$ cat src/rtl/spi_pkg.sv
// Shared SPI master types and default sizing.
package spi_pkg;

  localparam int unsigned SPI_DATA_WIDTH = 32;
  localparam int unsigned SPI_CLK_DIV    = 4;

  typedef enum logic [1:0] {
    IDLE,
    SETUP,
    TRANSFER,
    FINISH
  } spi_state_t;

endpackage

$ cat src/rtl/spi_master_clk_div.sv
// Divider tick generator: pulses o_tick once every CLK_DIV enabled cycles.
module spi_clk_div
  import spi_pkg::*;
#(
  parameter int unsigned CLK_DIV = SPI_CLK_DIV
) (
  input  logic clock,
  input  logic reset,
  input  logic i_en,
  output logic o_tick
);

  localparam int unsigned   CW   = (CLK_DIV > 1) ? $clog2(CLK_DIV) : 1;
  localparam logic [CW-1:0] LAST = CW'(CLK_DIV - 1);

  logic [CW-1:0] r_cnt;

  // Held at zero while disabled, so every enable window starts a fresh period.
  always_ff @(posedge clock) begin
    if (reset || !i_en) begin
      r_cnt <= '0;
    end else if (r_cnt == LAST) begin
      r_cnt <= '0;
    end else begin
      r_cnt <= r_cnt + CW'(1);
    end
  end

  assign o_tick = i_en && (r_cnt == LAST);

endmodule

$ cat src/rtl/spi_master.sv
// SPI mode-0 master, MSB first, single-word transfers with a setup and finish
// phase of CLK_DIV cycles each around the 2*DATA_WIDTH sclk half-periods.
module spi_master
  import spi_pkg::*;
#(
  parameter int unsigned DATA_WIDTH = SPI_DATA_WIDTH,
  parameter int unsigned CLK_DIV    = SPI_CLK_DIV
) (
  input  logic                  clock,
  input  logic                  reset,
  input  logic                  start,
  input  logic [DATA_WIDTH-1:0] tx_data,
  output logic                  busy,
  output logic                  done,
  output logic [DATA_WIDTH-1:0] rx_data,
  output logic                  sclk,
  output logic                  mosi,
  input  logic                  miso,
  output logic                  cs_n
);

  localparam int unsigned   EW        = $clog2(2 * DATA_WIDTH);
  localparam logic [EW-1:0] LAST_EDGE = EW'(2 * DATA_WIDTH - 1);

  spi_state_t            spi_state;
  logic [DATA_WIDTH-1:0] r_tx;
  logic [DATA_WIDTH-1:0] r_rx;
  logic [DATA_WIDTH-1:0] r_rx_data;
  logic [EW-1:0]         r_edge_cnt;
  logic                  r_sclk;
  logic                  r_cs_n;
  logic                  r_busy;
  logic                  r_done;
  logic                  w_div_en;
  logic                  w_tick;
  logic                  w_rise;
  logic                  w_fall;

  assign w_div_en = (spi_state != IDLE);

  spi_clk_div #(
    .CLK_DIV(CLK_DIV)
  ) u_clk_div (
    .clock (clock),
    .reset (reset),
    .i_en  (w_div_en),
    .o_tick(w_tick)
  );

  // A tick in TRANSFER toggles sclk; the current level tells which edge it makes.
  assign w_rise = w_tick && (spi_state == TRANSFER) && !r_sclk;
  assign w_fall = w_tick && (spi_state == TRANSFER) &&  r_sclk;

  always_ff @(posedge clock) begin
    if (reset) begin
      spi_state  <= IDLE;
      r_tx       <= '0;
      r_rx       <= '0;
      r_rx_data  <= '0;
      r_edge_cnt <= '0;
      r_sclk     <= 1'b0;
      r_cs_n     <= 1'b1;
      r_busy     <= 1'b0;
      r_done     <= 1'b0;
    end else begin
      r_done <= 1'b0;
      case (spi_state)
        IDLE: begin
          if (start) begin
            r_tx       <= tx_data;
            r_rx       <= '0;
            r_edge_cnt <= '0;
            r_cs_n     <= 1'b0;
            r_busy     <= 1'b1;
            spi_state  <= SETUP;
          end
        end
        SETUP: begin
          if (w_tick) spi_state <= TRANSFER;
        end
        TRANSFER: begin
          if (w_rise) begin
            r_sclk     <= 1'b1;
            r_edge_cnt <= r_edge_cnt + EW'(1);
            r_rx       <= {r_rx[DATA_WIDTH-2:0], miso};
          end else if (w_fall) begin
            r_sclk     <= 1'b0;
            r_edge_cnt <= r_edge_cnt + EW'(1);
            if (r_edge_cnt == LAST_EDGE) begin
              spi_state <= FINISH;
            end else begin
              r_tx <= {r_tx[DATA_WIDTH-2:0], 1'b0};
            end
          end
        end
        FINISH: begin
          if (w_tick) begin
            spi_state <= IDLE;
            r_cs_n    <= 1'b1;
            r_busy    <= 1'b0;
            r_done    <= 1'b1;
            r_rx_data <= r_rx;
          end
        end
        default: spi_state <= IDLE;
      endcase
    end
  end

  assign busy    = r_busy;
  assign done    = r_done;
  assign rx_data = r_rx_data;
  assign sclk    = r_sclk;
  assign cs_n    = r_cs_n;
  assign mosi    = r_tx[DATA_WIDTH-1];

endmodule

$ cat config.mk
export PLATFORM = sky130hd
export DESIGN_NAME = spi_master
export DESIGN_NICKNAME = d
export VERILOG_FILES = /design/src/rtl/spi_pkg.sv /design/src/rtl/spi_master_clk_div.sv /design/src/rtl/spi_master.sv
export SDC_FILE = /design/constraint.sdc
export NUM_CORES = 1
export LEC_CHECK = 0
export CAP_MARGIN = 20
export CORE_UTILIZATION = 48
export CTS_CLUSTER_SIZE = 40
export DETAILED_ROUTE_END_ITERATION = 8
export PLACE_DENSITY = 0.78
export SLEW_MARGIN = 30
export SYNTH_ARGS = -nofsm -noshare
export SYNTH_HDL_FRONTEND = slang
export SYNTH_SLANG_ARGS = --single-unit
$ cat constraint.sdc
create_clock -name clock -period 1.7 [get_ports clock]
set_clock_uncertainty 0.1 [all_clocks]
set_input_delay 0.34 -clock clock [delete_from_list [all_inputs] [get_ports clock]]
set_output_delay 0.34 -clock clock [all_outputs]
set_load 0.01 [all_outputs]
## Yosys cells after proc, flatten, opt, wreduce, memory -nomap -nowiden

Cells that the tools add are included.

| word-level totals | value |
|---|---|
| register bits | 110 |
| latch bits | 0 |
| RAM bits | 0 |
| bits in read-only memories | 0 |
| input bits | 36 |
| output and inout bits | 37 |
| logic and storage cells | 76 |
| memories | 0 |

| operators by class | value |
|---|---|
| $add $sub $neg | 2 |
| multipliers | 0 |
| div/mod/pow operators | 0 |
| magnitude comparators | 0 |
| equal/unequal tests | 14 |
| shift operators | 0 |
| muxes and demuxes | 28 |
| bitwise operators | 1 |
| reductions and logical operators | 21 |

Operator list:

| kind | count |
|---|---|
| $mux 32 | 6 |
| $pmux 32 s2 | 2 |
| $mux 6 | 3 |
| $ne 2x2->1 const B | 7 |
| $mux 2 | 6 |
| $pmux 6 s2 | 1 |
| $reduce_and 3->1 | 3 |
| $pmux 2 s4 | 1 |
| $reduce_bool 2->1 | 4 |
| $mux 1 | 7 |
| $add 6x1->6 const B | 1 |
| $eq 2x2->1 const B | 3 |
| $eq 6x6->1 const B | 1 |
| $reduce_and 6->1 | 1 |
| $reduce_and 5->1 | 1 |
| $logic_and 1x1->1 | 4 |
| $pmux 1 s2 | 2 |
| $reduce_and 2->1 | 2 |
| $reduce_or 2->1 | 2 |
| $ne 3x3->1 const B | 1 |
| $add 2x1->2 const B | 1 |
| $eq 2x1->1 const B | 1 |
| $logic_not 1->1 | 2 |
| $logic_not 2->1 | 1 |
| other kinds (3) | 3 |

## Longest topological paths before layout

Gate-level depths: netlist of run 1.

| depth | value |
|---|---|
| word-level depth | 7 |
| mapped depth | 8 |
| depth with buffers taken out | 6 |

## By module

From an unflattened synthesis of run 1, not the netlist that was laid out.

| second synthesis, totals | value |
|---|---|
| cell total of the unflattened synthesis | 441 |
| area, all modules | 4,436.8 um^2 |

By module, submodules not included:

| module | instances | cells each | area each (um^2) | sequential area each (um^2) |
|---|---|---|---|---|
| spi_master | 1 | 435 | 4,350.4 | 2,162.1 |
| spi_clk_div | 1 | 6 | 86.3 | 40.0 |

## Worst setup path before layout of run 1

Ideal clock, no wire load.

| timing path | value |
|---|---|
| kind | register to register |
| start point | reg spi_state[0] |
| end point | reg r_tx[10] |
| library setup time | 0.146 ns |
| arrival | 1.626 ns |
| data required time | 1.454 ns |
| slack | -0.172 ns |
| stages on the path, launching flop included | 8 |
| buffers on the path | 2 |
| clock period less this slack | 1.872 ns |
| path through | dfxtp_1 -> inv_1 -> ha_1 -> buf_4 -> nand4b_4 -> a32oi_4 -> buf_4 -> a211oi_2 |

| on the way | value |
|---|---|
| cells in the longest elaborated chain, start to end | 6 |
| elaborated cells on any way between the ends | 14 |
| those cells by class | eq/ne: 5; mux: 1; reduce/logical: 8 |

Ends and longest elaborated chain:

| what | RTL line | RTL |
|---|---|---|
| start, declared | spi_master.sv:25 | `spi_state_t spi_state;` |
| start signal, assigned | spi_master.sv:56 | `spi_state <= IDLE;` |
| start signal, assigned | spi_master.sv:75 | `spi_state <= SETUP;` |
| start signal, assigned | spi_master.sv:79 | `if (w_tick) spi_state <= TRANSFER;` |
| $reduce_bool 2->1 | spi_master.sv:39 | `assign w_div_en = (spi_state != IDLE);` |
| $logic_and 1x1->1 | spi_master_clk_div.sv:29 | `assign o_tick = i_en && (r_cnt == LAST);` |
| $logic_and 1x1->1 | spi_master.sv:51, spi_master.sv:52 |  |
| $logic_and 1x1->1, on equally long branches | spi_master.sv:52, spi_master.sv:51 |  |
| $ne 2x2->1 (no source line) | -- |  |
| $reduce_and 5->1 (no source line) | -- |  |
| end signal, assigned | spi_master.sv:70 | `r_tx <= tx_data;` |
| end signal, assigned | spi_master.sv:92 | `r_tx <= {r_tx[DATA_WIDTH-2:0], 1'b0};` |
| end, declared | spi_master.sv:26 | `logic [DATA_WIDTH-1:0] r_tx;` |

Several ways; a longest one is shown, not always the timed one.
A chain may end at the register's enable or synchronous reset.

## Worst setup path after layout of run 1

| timing path | value |
|---|---|
| start point | reg spi_state[0] |
| end point | reg r_rx[23] |

| on the way | value |
|---|---|
| cells in the longest elaborated chain, start to end | 6 |
| elaborated cells on any way between the ends | 11 |
| those cells by class | eq/ne: 3; mux: 1; reduce/logical: 7 |

Ends and longest elaborated chain:

| what | RTL line | RTL |
|---|---|---|
| $reduce_bool 2->1 | spi_master.sv:39 |  |
| $logic_and 1x1->1 | spi_master_clk_div.sv:29 |  |
| $logic_and 1x1->1 (2 in a row) | spi_master.sv:51 | `assign w_rise = w_tick && (spi_state == TRANSFER) && !r_sclk;` |
| $ne 2x2->1 (no source line) | -- |  |
| $reduce_and 3->1 (no source line) | -- |  |
| end signal, assigned | spi_master.sv:85 | `r_rx <= {r_rx[DATA_WIDTH-2:0], miso};` |
| end, declared | spi_master.sv:27 | `logic [DATA_WIDTH-1:0] r_rx;` |

Several ways; a longest one is shown, not always the timed one.

==> impl_metrics.toml, run 1 <==
[placement]
hpwl_mm = 5.63
placed_area_um2 = 5400
place.gp.congestion = 0.780
io_buffers = 72

[timing]
hold_violations = 0
finalSetupViolCount = 56
setup_slack_ps = -84.6
rsz0062_at_grt = "yes"
drv_slew = 0
fmax_mhz = 560
min_period_over_period = 1.05
worst_pin_slew_ps = 412
period_needed_ps = 1780
slew_headroom = 0.726
fin_hold_ws_ps = 135

[cts]
cts_buffers = 9
clk_pin_slew_ps = 110
cts_hold_buf = 0
htreeDepth = 3
clock_path_buffers = 2
cts_tree = "yes"
cts_sinks = 110
cts_root_buf = "clkbuf_8"
worstSkewPairLatency_ps = 370

[final_layout]
post-route-util = 0.700
fill_cells = 651
area_delta_synth_final_pct = 39.6
layout_commonest_cell = "dfxtp_1"
drive_above_1_share = 0.291
nets = 570
diodes = 0
most-common-layout-cells = "dfxtp_1 (106), nand2_1 (37), clkdlybuf4s50_1 (35), dlygate4sd2_1 (35), a211oi_2 (33)"
final_area_um2 = 6160

[route]
via_count = 3580
drt-pass1-iter-count = 8
wl_met2_mm = 5.15
top_layer = "met4"
drc = 9
drtIter0Drc = 119
vias_per_cell = 5.59
antenna_left = 0
wl_met3_um = 380
wl_per_cell_um = 15.6
routed_wl_mm = 9.97
wl_met1_mm = 4.28

[worst_setup_path]
crit_path_start_kind = "flip-flop"
cp-end-kind = "flip-flop"
r2r.worst_path.cells = 8
path_class = "reg2reg"
cp.arrival_ps = 1990
critPathMaxFanout = 16
cp.required_ps = 1910

[synth]
syn_inst = 436
synth_top_area_share = 0.499
yosys_warnings = 0
ys_ff_latch = 110
yosys_most_used_dff = "dfxtp_1"
ys_types = 35
ys_async_sr_fraction = 0
netlist_top_cells_area = "dfxtp_1 (50%), a211oi_2 (8.2%), mux2i_1 (7.3%)"
netlist_area_um2 = 4410
avgSynthCellArea_um2 = 10.1
synth_area_leader_cell = "dfxtp_1"
synth_fp_nets = 478
ys_seq_area_frac = 0.499
synth_edf_count = 0

[floorplan]
die_x_um = 97.9
ioPinCount = 73
initial_utilization = 0.501
rows = 34
fp.dieH_um = 97.9
dieArea_um2 = 9580
core-area_um2 = 8810

[global_route]
grt_pass1_wl_mm = 15.8
grt_max_degree = 37
grt_pass1_vias = 3371
grt_overflow_total = 0
grt_usage = 0.199
grt_antenna_before_repair = 0

[hold_path]
hold_path_class = "in2reg"
hold_depth = 2

[power]
power_density_nw_per_um2 = 1300
power.leakage_nw = 2.35
worst_ir_drop_vdd_uv = 942
totalPowerFinal_w = 0.00803

[job]
maxCapViolCount = 0

[run_status]
status = "finished, violations left"
violations = "DRC, setup timing"
## cell usage after synthesis, types with 2 or more instances
library cell,count
a211oi_1,4
a211oi_2,29
a21oi_1,39
a22o_1,32
buf_1,3
buf_2,11
buf_4,4
buf_6,3
clkbuf_1,14
dfxtp_1,110
ha_1,6
inv_1,3
mux2i_1,32
nand2_1,37
nand2b_1,6
nand3_1,37
nor2_1,43
nor3_1,2
o21a_1,2
xnor2_1,4
## through the flow
stage	setup WS, ps	TNS, ps	instances
floorplan	-103	-3010	436
global placement	-250	-12570	606
detailed placement	-289	-14250	606
CTS	-59.3	-1100	635
global route	-181	-9120	641
finish	-84.6	-2790	641
## kinds of logic after synthesis
family          synth area share
mux                       0.0726
buf+inv                   0.0439
flops                      0.499
xor+xnor                 0.00992
fa+ha+maj                 0.0170
compound gates             0.215
simple gates               0.142
## critical path, stage by stage (launching register included)
cell       delay (ps)
dfxtp_2           350
inv_4              80
ha_4              190
buf_6             130
nand3b_4          110
o21ai_4           270
clkbuf_16         230
nand3_1            80
a21oi_1           170
## where the power goes
group          switching (W)  total (W)  internal, W
clock network       0.000982    0.00171     0.000732
registers           0.000195    0.00305      0.00286
logic                0.00163    0.00326      0.00163
## path summary, 6_finish.rpt
check,startpoint,end,slack (ps)
setup / recovery,spi_state[0]$_SDFFE_PP0P_,r_rx[23]$_SDFFE_PP0P_,-80
hold / removal,reset,spi_state[0]$_SDFFE_PP0P_,130
setup reg to reg,spi_state[0]$_SDFFE_PP0P_,r_rx[23]$_SDFFE_PP0P_,-80
hold reg to reg,u_clk_div.r_cnt[0]$_SDFF_PP0_,u_clk_div.r_cnt[0]$_SDFF_PP0_,360
## layer usage
metal,vias up,global-route usage
met5,-,0
met4,0,0.0583
met3,16,0.0358
met2,84,0.355
met1,1736,0.244
li1,1744,-
## flip-flops by register name (all words and copies together) (netlist names)
register         cells
cs_n                 1
busy                 1
done                 1
rx_data             32
r_rx                32
spi_state            2
r_edge_cnt           6
sclk                 1
r_tx                32
u_clk_div.r_cnt      2
## timing repair
item                       in CTS  in global routing
pin swaps                      20                 32
gates resized for setup        70                 51
buffers inserted                8                  6
setup endpoints to repair      91                102
cloned                          5                  4
## area by class of cell
| class | instances | area [um^2] | share of cell area |
|---|---|---|---|
| Multi-Input combinational cell | 288 | 2300 | 0.373 |
| Sequential cell | 110 | 2210 | 0.359 |
| Timing Repair Buffer | 116 | 1270 | 0.206 |
| Clock buffer | 9 | 124 | 0.0201 |
| Tap cell | 108 | 135 | 0.0219 |
| Clock inverter | 7 | 101 | 0.0165 |
| Inverter | 3 | 16.3 | 0.00264 |
No activity file was read; power rests on OpenSTA's default activity.
==> run 2: changes to the inputs <==
--- a/config.mk
+++ b/config.mk
@@ -5,6 +5,7 @@
 export SDC_FILE = /design/constraint.sdc
 export NUM_CORES = 1
 export LEC_CHECK = 0
+export ABC_CLOCK_PERIOD_IN_PS = 1700
 export CAP_MARGIN = 20
 export CORE_UTILIZATION = 48
 export CTS_CLUSTER_SIZE = 40
@@ -13,4 +14,5 @@
 export SLEW_MARGIN = 30
 export SYNTH_ARGS = -nofsm -noshare
 export SYNTH_HDL_FRONTEND = slang
+export SYNTH_HIERARCHICAL = 1
 export SYNTH_SLANG_ARGS = --single-unit
==> impl_metrics.toml, run 2 <==
[run_status]
status = "finished, violations left"
violations = "DRC, setup timing"

[timing]
period_needed_ps = 2030
fmax_mhz = 494
drv_slew = 0
min_period_over_period = 1.19
hold_violations = 0
finalSetupViolCount = 102
rsz0062_at_grt = "yes"
setup_slack_ps = -326
worst_pin_slew_ps = 364
slew_headroom = 0.757

[synth]
synth_top_area_share = 0.496
ys_ff_latch = 110
yosys-top-cells-count = "dfxtp_1 (110), nand2_1 (72), nor2_1 (44)"
yosys_warnings = 6
synth_fp_nets = 483
yosysMostFrequentCell = "dfxtp_1"
syn_inst = 441
netlist_area_um2 = 4440
ys_types = 36
synth_area_leader_cell = "dfxtp_1"
synth_edf_count = 0
ys_async_sr_fraction = 0
avgSynthCellArea_um2 = 10.1
ys_seq_area_frac = 0.496
netlist_top_cells_area = "dfxtp_1 (50%), a211oi_2 (8.2%), o221a_2 (8.1%)"
yosys_most_used_dff = "dfxtp_1"

[final_layout]
nets = 598
area_delta_synth_final_pct = 48.4
most-common-layout-cells = "dfxtp_1 (107), nand2_1 (69), buf_4 (36), dlygate4sd2_1 (36), clkdlybuf4s50_1 (34)"
drive_above_1_share = 0.353
instances_no_fill = 669
diodes = 0
fill_cells = 567
layout_commonest_cell = "dfxtp_1"
seq_area_um2 = 2210
multiInputGateArea_um2 = 2480

[route]
drt-pass1-iter-count = 6
antenna_left = 0
drc = 2
wl_per_cell_um = 20.0
drtIter0Drc = 207
routed_wl_mm = 13.4
via_count = 3909
vias_per_cell = 5.84

[floorplan]
die_x_um = 98.1
dieArea_um2 = 9630
ioPinCount = 73
rows = 34
initial_utilization = 0.501
core-area_um2 = 8850
fp.dieH_um = 98.1

[cts]
clock_path_buffers = 2
htreeDepth = 3
cts_root_buf = "clkbuf_8"
cts_hold_buf = 0
cts_buffers = 9
clk_pin_slew_ps = 120
worstSkewPairLatency_ps = 380
cts_sinks = 110
cts_tree = "yes"

[worst_setup_path]
cp.required_ps = 1890
path_class = "reg2reg"
slowest_delay_ps = 350
crit_path_start_kind = "flip-flop"
cp_num_buf_inv = 2
critPathMaxFanout = 8
crit_chain = "ha_1 > and4_1 > a311oi_4 > buf_6 > clkbuf_16 > nor2_1 > a211oi_2"
cp.arrival_ps = 2210
cp-end-kind = "flip-flop"
crit_slowest_cell = "dfxtp_1"
path_delay_family = "compound AO/OA/AOI/OAI gates"

[power]
worst_ir_drop_vdd_uv = 809
power_density_nw_per_um2 = 1590
totalPowerFinal_w = 0.0105
power.leakage_nw = 2.55

[global_route]
grt_usage = 0.235
grt_max_degree = 41
grt_antenna_before_repair = 0
grt_pass1_wl_mm = 18.1
grt_overflow_total = 0
grt_pass1_vias = 3734

[placement]
io_buffers = 72
dp.cells = 632
hpwl_mm = 6.36
place.gp.congestion = 0.769

[hold_path]
hold_path_class = "in2reg"

[job]
maxCapViolCount = 0
## run 2: changes by cell type after synthesis, sizes merged, moves of 2 or more
cell / before / now
and2: 0 / 2
nand3b: 2 / 0
nand3: 37 / 2
o221a: 0 / 32
nand2: 37 / 72
a22o: 32 / 0
clkbuf: 14 / 25
buf: 21 / 11
## run 2: logic make-up after synthesis
| kind of cell | Yosys count | share of synthesized area |
|---|---|---|
| flops | 110 | 0.496 |
| xor+xnor | 5 | 0.00987 |
| mux | 33 | 0.0753 |
| compound gates | 112 | 0.230 |
| buf+inv | 39 | 0.0420 |
| fa+ha+maj | 6 | 0.0169 |
| simple gates | 136 | 0.129 |
## run 2: per-layer routing
| layer | wire [um] | vias to the layer above | track usage | part of all wire |
|---|---|---|---|---|
| met4 | 392 | 0 | 0.0827 | 0.029 |
| met2 | 7010 | 141 | 0.407 | 0.52 |
| met1 | 5250 | 1927 | 0.297 | 0.39 |
| li1 | - | 1798 | - | - |
| met5 | 0 | - | 0 | 0 |
| met3 | 705 | 43 | 0.0358 | 0.053 |
## run 2: where the power goes
group | total [W] | switching (W) | internal, W
Clock | 0.00163 | 0.00104 | 0.000593
Sequential | 0.00388 | 0.000618 | 0.00327
Combinational | 0.00498 | 0.00230 | 0.00268
Total | 0.0105 | 0.00395 | 0.00654
## run 2: final cells by class
class | count | area share
multi-input cells | 292 | 0.377
flip-flops and latches | 110 | 0.335
repair buffers | 140 | 0.234
well taps | 108 | 0.0205
clock buffers | 9 | 0.0188
clock inverters | 7 | 0.0131
inverters | 3 | 0.00209
## run 2: worst paths after layout
kind | start | end | slack [ps] | depth (start not counted)
min | reset | r_edge_cnt[1]$_SDFFE_PP0P_ | 120 | 2
min reg2reg | rx_data[28]$_SDFFE_PP0P_ | rx_data[28]$_SDFFE_PP0P_ | 360 | 2
max | r_edge_cnt[0]$_SDFFE_PP0P_ | r_tx[13]$_SDFFE_PP0P_ | -330 | 7
max reg2reg | r_edge_cnt[0]$_SDFFE_PP0P_ | r_tx[13]$_SDFFE_PP0P_ | -330 | 7
## run 2: worst reg2reg max path: cells and delay by family (launching register included)
kind                       cells  cell delay, ps
adders and majority gates      1             230
DFF                            1             350
AOI/OAI and AO/OA              2             480
buffers and inverters          2             440
and+or+nand+nor                2             330
## run 2: what timing repair did
item / in CTS / in global routing
buffers inserted: 4 / 7
resized for setup: 62 / 68
gates cloned: 5 / 8
endpoints found under the setup margin: 120 / 105
pin swaps: 1 / 32
## run 2: through the flow
| step | utilization | hold WS [ps] | setup TNS, ps | cell area [um^2] | setup WS, ps |
|---|---|---|---|---|---|
| floorplan | - | 314 | -19920 | 4510 | -328 |
| global placement | 0.632 | 346 | -20720 | 5590 | -347 |
| detailed placement | 0.632 | 346 | -22180 | 5590 | -442 |
| CTS | 0.678 | 109 | -14800 | 6000 | -260 |
| global route | 0.744 | 116 | -25250 | 6590 | -392 |
| finish | 0.744 | 119 | -16890 | 6590 | -326 |
==> run 3: changes to the inputs <==
--- a/config.mk
+++ b/config.mk
@@ -5,12 +5,13 @@
 export SDC_FILE = /design/constraint.sdc
 export NUM_CORES = 1
 export LEC_CHECK = 0
+export ABC_AREA = 1
 export ABC_CLOCK_PERIOD_IN_PS = 1700
 export CAP_MARGIN = 20
 export CORE_UTILIZATION = 48
 export CTS_CLUSTER_SIZE = 40
 export DETAILED_ROUTE_END_ITERATION = 8
-export PLACE_DENSITY = 0.78
+export PLACE_DENSITY = 0.77
 export SLEW_MARGIN = 30
 export SYNTH_ARGS = -nofsm -noshare
 export SYNTH_HDL_FRONTEND = slang
==> impl_metrics.toml, run 3 <==
[timing]
worst_pin_slew_ps = 293
period_needed_ps = 1760
finalSetupViolCount = 58
setup_slack_ps = -61.0
min_period_over_period = 1.04
drv_slew = 0
slew_headroom = 0.805
rsz0062_at_grt = "yes"
hold_violations = 0
fmax_mhz = 568

[synth]
synth-simple-area-share = 0.307
netlist_top_cells_area = "dfxtp_1 (48%), nor2_1 (17%), nand2_1 (7.2%)"
yosysMostFrequentCell = "nor2_1"
synth_fa_ha_area_frac = 0.0163
synth_top_family_by_area = "simple AND/OR/NAND/NOR gates"
yosys-top-cells-count = "nor2_1 (208), dfxtp_1 (110), nand2_1 (88)"
ys_seq_area_frac = 0.478
synth_top_area_share = 0.478
synth_compound_area_frac = 0.132
synth_area_leader_cell = "dfxtp_1"
yosys_most_used_dff = "dfxtp_1"
synth_edf_count = 0
synth_fp_nets = 674
netlist_area_um2 = 4610
syn_inst = 632
avgSynthCellArea_um2 = 7.29
ys_async_sr_fraction = 0
muxShareOfSynthArea = 0
ys_types = 27
synth_xor_area_frac = 0
yosys_warnings = 6
ys_ff_latch = 110

[cts]
clock_path_buffers = 2
cts_tree = "yes"
cts_root_buf = "clkbuf_8"
worstSkewPairLatency_ps = 350
cts_sinks = 110
htreeDepth = 3
cts_buffers = 9
clk_pin_slew_ps = 100

[route]
routed_wl_mm = 10.4
vias_per_cell = 4.98
drc = 0
via_count = 4254
antenna_left = 0
wl_per_cell_um = 12.2
drt-pass1-iter-count = 4
drtIter0Drc = 161

[placement]
preCtsSetupSlack_ps = -207
dp.cells = 832
hpwl_mm = 6.98
io_buffers = 72
place.gp.congestion = 0.798

[floorplan]
fp.dieH_um = 100
rows = 35
dieArea_um2 = 9990
die_x_um = 100
initial_utilization = 0.496
core-area_um2 = 9280
ioPinCount = 73

[worst_setup_path]
crit_chain = "buf_4 > buf_4 > ha_1 > nand2_1 > inv_1 > buf_12 > nor2_1 > nor2_1"
cp_num_buf_inv = 4
path_class = "reg2reg"
cp-end-kind = "flip-flop"
slowest_delay_ps = 340
critPathMaxFanout = 18
cp.required_ps = 1850
crit_path_start_kind = "flip-flop"
crit_slowest_cell = "dfxtp_2"
path_delay_family = "buffers and inverters"
cp.arrival_ps = 1910

[global_route]
grt_max_degree = 32
grt_usage = 0.211
grt_overflow_total = 0
grt_pass1_wl_mm = 17.2
grt_pass1_vias = 3986
grt_antenna_before_repair = 0

[power]
swShare = 0.398
p_comb_frac = 0.497
power.leakage_nw = 3.05
internal_power_w = 0.00622
p_clk_frac = 0.139
p_sw_w = 0.00411
power_density_nw_per_um2 = 1690
seq_power_share = 0.364
worst_ir_drop_vdd_uv = 936

[final_layout]
area_delta_synth_final_pct = 32.9
layout_commonest_cell = "nor2_1"
nets = 762
most-common-layout-cells = "nor2_1 (204), dfxtp_1 (108), nand2_1 (86)"
drive_above_1_share = 0.132
instances_no_fill = 854
diodes = 0

[run_status]
status = "finished, violations left"
violations = "setup timing"

[hold_path]
hold_path_class = "reg2reg"

[job]
maxCapViolCount = 0
-- run 3: cell types whose count changed after synthesis, sizes merged, moves of 33 or more --
cell   change
nor2     +165
a21oi     -35
o21ai     +66
nand3     +37
mux2i     -33
-- run 3: cell families (layout without fill, tap and decap cells) --
family | count (synthesis) | in the layout
simple gates | 348 | 348
flops | 110 | 110
compound gates | 105 | 105
fa+ha+maj | 6 | 6
buf+inv | 63 | 156
-- run 3: area by class of cell --
| type | count | area, um^2 |
|---|---|---|
| clock buffer | 9 | 124 |
| multi-input combinational | 459 | 2180 |
| tap | 129 | 161 |
| timing repair buffer | 115 | 1280 |
| fill | 793 | 3160 |
| sequential | 110 | 2200 |
| clock inverter | 7 | 55.1 |
| inverter | 25 | 111 |
-- run 3: path summary, 6_finish.rpt --
kind | start | to | slack [ps] | depth (start not counted)
worst max-delay path | spi_state[0]$_SDFFE_PP0P_ | rx_data[9]$_SDFFE_PP0P_ | -60 | 8
worst min-delay path | u_clk_div/r_cnt[0]$_SDFF_PP0_ | u_clk_div/r_cnt[0]$_SDFF_PP0_ | 330 | 1
worst max register to register | spi_state[0]$_SDFFE_PP0P_ | rx_data[9]$_SDFFE_PP0P_ | -60 | 8
worst min register to register | u_clk_div/r_cnt[0]$_SDFF_PP0_ | u_clk_div/r_cnt[0]$_SDFF_PP0_ | 330 | 1
-- run 3: what timing repair did --
item                       CTS  global route
pin swaps                    1             4
setup buffers                1             3
cloned                       0             2
gates resized for setup     31            52
hold buffers                 0             0
setup endpoints to repair   80           131
-- run 3: power by group through the flow --
stage / combinational (W) / clock (W) / sequential (W)
floorplan: 0.00328 / 0 / 0.00371
global placement: 0.00448 / 0 / 0.00376
detailed placement: 0.00468 / 0 / 0.00379
CTS: 0.00486 / 0.00148 / 0.00374
global route: 0.00572 / 0.00160 / 0.00386
finish: 0.00513 / 0.00144 / 0.00376
-- run 3: routing by layer --
metal,up-vias,track usage,routed length [um]
met4,0,0.0656,112
met5,-,0,0
li1,2186,-,-
met3,10,0.0313,378
met1,1962,0.253,4680
met2,96,0.385,5260
-- run 3: metrics by stage --
step / setup TNS (ps) / hold WS (ps) / cell area, um^2 / total power [W] / util
final: -1030 / 327 / 6120 / 0.0103 / 0.659
after CTS: -800 / 331 / 5930 / 0.0101 / 0.639
after floorplan: 0 / 296 / 4620 / 0.00700 / -
after detailed placement: -10750 / 317 / 5700 / 0.00848 / 0.614
after global routing: -10010 / 366 / 6120 / 0.0112 / 0.659
after global placement: -8360 / 304 / 5700 / 0.00825 / 0.614
-- run 3: worst register-to-register path, cell delays in order (launching register included) --
cell     delay, ps
dfxtp_2        340
buf_4          120
buf_4          130
ha_1           240
nand2_1        220
inv_1          160
buf_12         180
nor2_1         110
nor2_1          60
==> RTL edit, RTL diff (config.mk and constraints of run 2) <==
The 4 states of `spi_state_t` get a Gray code encoding in 2 bits.
--- a/src/rtl/spi_pkg.sv
+++ b/src/rtl/spi_pkg.sv
@@ -6,8 +6,8 @@
 
   typedef enum logic [1:0] {
-    IDLE,
-    SETUP,
-    TRANSFER,
-    FINISH
+    IDLE     = 2'b00,
+    SETUP    = 2'b01,
+    TRANSFER = 2'b11,
+    FINISH   = 2'b10
   } spi_state_t;
 
Function: same outputs for any inputs over 10 cycles, from zero or initial values and one cycle with reset high; not proved beyond that.
==> RTL edit against run 2 <==
- worst setup slack better by 210 ps
- maximum frequency increased by 12%
- final cell count shrank 0.30%
- the run still ends with design-rule violations, negative setup slack left
- wire length shrank 7.7%
- hold slack lost 14 ps
- design area fell by 1.8%
- synthesized area shrank 1.0%
- largest cell class unchanged
- core utilization decreased by 1.0 points
- sequential cell count did not move
Power is not compared: it rests on default switching activity, and its combinational part moved more than twofold at a synthesized area within 25%.
==> RTL edit: results (changes against run 2) <==
| Metric | Value |
|---|---|
| Seq/Total Area, Yosys | 50.2% (was 49.6%) |
| Max Slew Vio Count | 0 (unchanged) |
| R2r endpoint | r_rx[2]$_SDFFE_PP0P_ (was r_tx[13]$_SDFFE_PP0P_) |
| Total power | 4.86 mW |
| Count of cell types in the netlist | 33 (was 36) |
| Residual DRC | 8 (was 2) |
| Gpl congestion | 0.762 (was 0.769) |
| Max_slew headroom | 78.1% (was 75.7%) |
| Share of cells above drive strength 1 | 31.3% (was 35.3%) |
| Net Count, Synth | 503 (was 483) |
| Setup-failing EPs final | 97 (was 102) |
| First-pass GRT wire length | 17000 µm (was 18100 µm) |
| Clock root cell | clkbuf_8 (unchanged) |
| Fill count | 609 (was 567) |
| Worst reg2reg path depth | 8 (was 7) |
| Post-route setup TNS | -5910 ps (was -16890 ps) |
| Vias per cell | 5.94 (was 5.84) |
| Commonest cells post-synth | dfxtp_1 (110), a21oi_1 (38), nand2_1 (38), nor2_1 (37), nand3_1 (36) (was dfxtp_1 (110), nand2_1 (72), nor2_1 (44), a21oi_1 (40)) |
| Final Worst Setup Slack | -113 ps (was -326 ps) |
| GR Util All Layers | 21.9% (was 23.5%) |
| Vias in the first global route | 3646 (was 3734) |
| Critical path origin | u_clk_div/r_cnt[0]$_SDFF_PP0_ (was r_edge_cnt[0]$_SDFFE_PP0P_) |
| Ranking of synthesized cells by area | dfxtp_1 (50%), a211oi_2 (8.5%), a22o_1 (6.4%) (was dfxtp_1 (50%), a211oi_2 (8.2%), o221a_2 (8.1%)) |
| Status | complete, but fails checks (unchanged) |
| Placed inst area | 0.00562 mm² (was 0.00559 mm²) |
| Starting DRT DRC Count | 153 (was 207) |
| Crit path arrival time | 2020 ps (was 2210 ps) |
| Violated checks | design-rule violations, negative setup slack (unchanged) |
| DPL Wire Length | 6390 µm (was 6360 µm) |
| Largest net degree at the start of global routing | 55 (was 41) |
-- RTL edit: cell count changes after synthesis, sizes merged, moves of 5 or more --
cell	before	now
a221oi	0	31
a22o	0	32
buf	11	16
inv	3	32
mux2i	33	1
nand2	72	38
nand3	2	36
nor2	44	37
o221a	32	0
-- RTL edit: critical path: stages, from the launching register on --
cell and delay, ps:
dfxtp_2 370, ha_4 130, and2_4 140, buf_6 120, nand3_4 100, o21ai_4 330
clkbuf_16 240, nand3_2 80, a21oi_2 130
-- RTL edit: through the flow --
stage / setup WS (ps) / std cells / hold slack [ps]
final: -113 / 667 / 105
after global routing: -180 / 667 / 107
after CTS: -69.9 / 652 / 94.3
after detailed placement: -558 / 632 / 356
after global placement: -493 / 632 / 344
after floorplan: -173 / 465 / 314
-- RTL edit: worst min-delay path by stage --
| stage | startpoint | endpoint | slack (ps) | cells past startpoint |
|---|---|---|---|---|
| after CTS | reset | r_edge_cnt[0]$_SDFFE_PP0P_ | 90 | 2 |
| after global placement | r_rx[31]$_SDFFE_PP0P_ | r_rx[31]$_SDFFE_PP0P_ | 340 | 2 |
| after detailed placement | r_rx[31]$_SDFFE_PP0P_ | r_rx[31]$_SDFFE_PP0P_ | 360 | 2 |
| after floorplan | reset | u_clk_div/r_cnt[0]$_SDFF_PP0_ | 310 | 1 |
| final | reset | r_edge_cnt[0]$_SDFFE_PP0P_ | 100 | 2 |
| after global routing | reset | r_edge_cnt[0]$_SDFFE_PP0P_ | 110 | 2 |
-- RTL edit: final cells by class --
class	instances	area [µm²]	share of cell area, %
clock inverter	6	56.3	0.871
tap	108	135	2.09
inverter	32	120	1.86
sequential	110	2210	34.2
clock buffer	10	138	2.13
multi-input combinational	282	2500	38.7
timing repair buffer	119	1300	20.1
-- RTL edit: cells by family (layout without fill, tap and decap cells) --
family	after synthesis	count (layout)	share of synthesized area, %
multiplexers	1	1	0.228
AND/OR/NAND/NOR	133	136	13.9
AO/OA/AOI/OAI	137	138	26.6
XOR/XNOR	5	5	0.997
buffers and inverters	77	167	7.58
adder cells (fa/ha/maj)	2	2	0.570
flip-flops	110	110	50.2
-- RTL edit: per-layer routing --
metal / wire, µm / vias up / track usage (%)
li1: - / 1870 / -
met1: 4980 / 1958 / 26.5
met2: 6520 / 115 / 39.7
met3: 649 / 17 / 4.53
met4: 172 / 0 / 5.36
met5: 0 / - / 0
-- RTL edit: what timing repair did --
item | 4_1_cts | 5_1_grt
setup buffers | 2 | 5
endpoints found under the setup margin | 131 | 105
gates cloned | 2 | 10
pin swaps | 23 | 41
gates resized for setup | 54 | 52
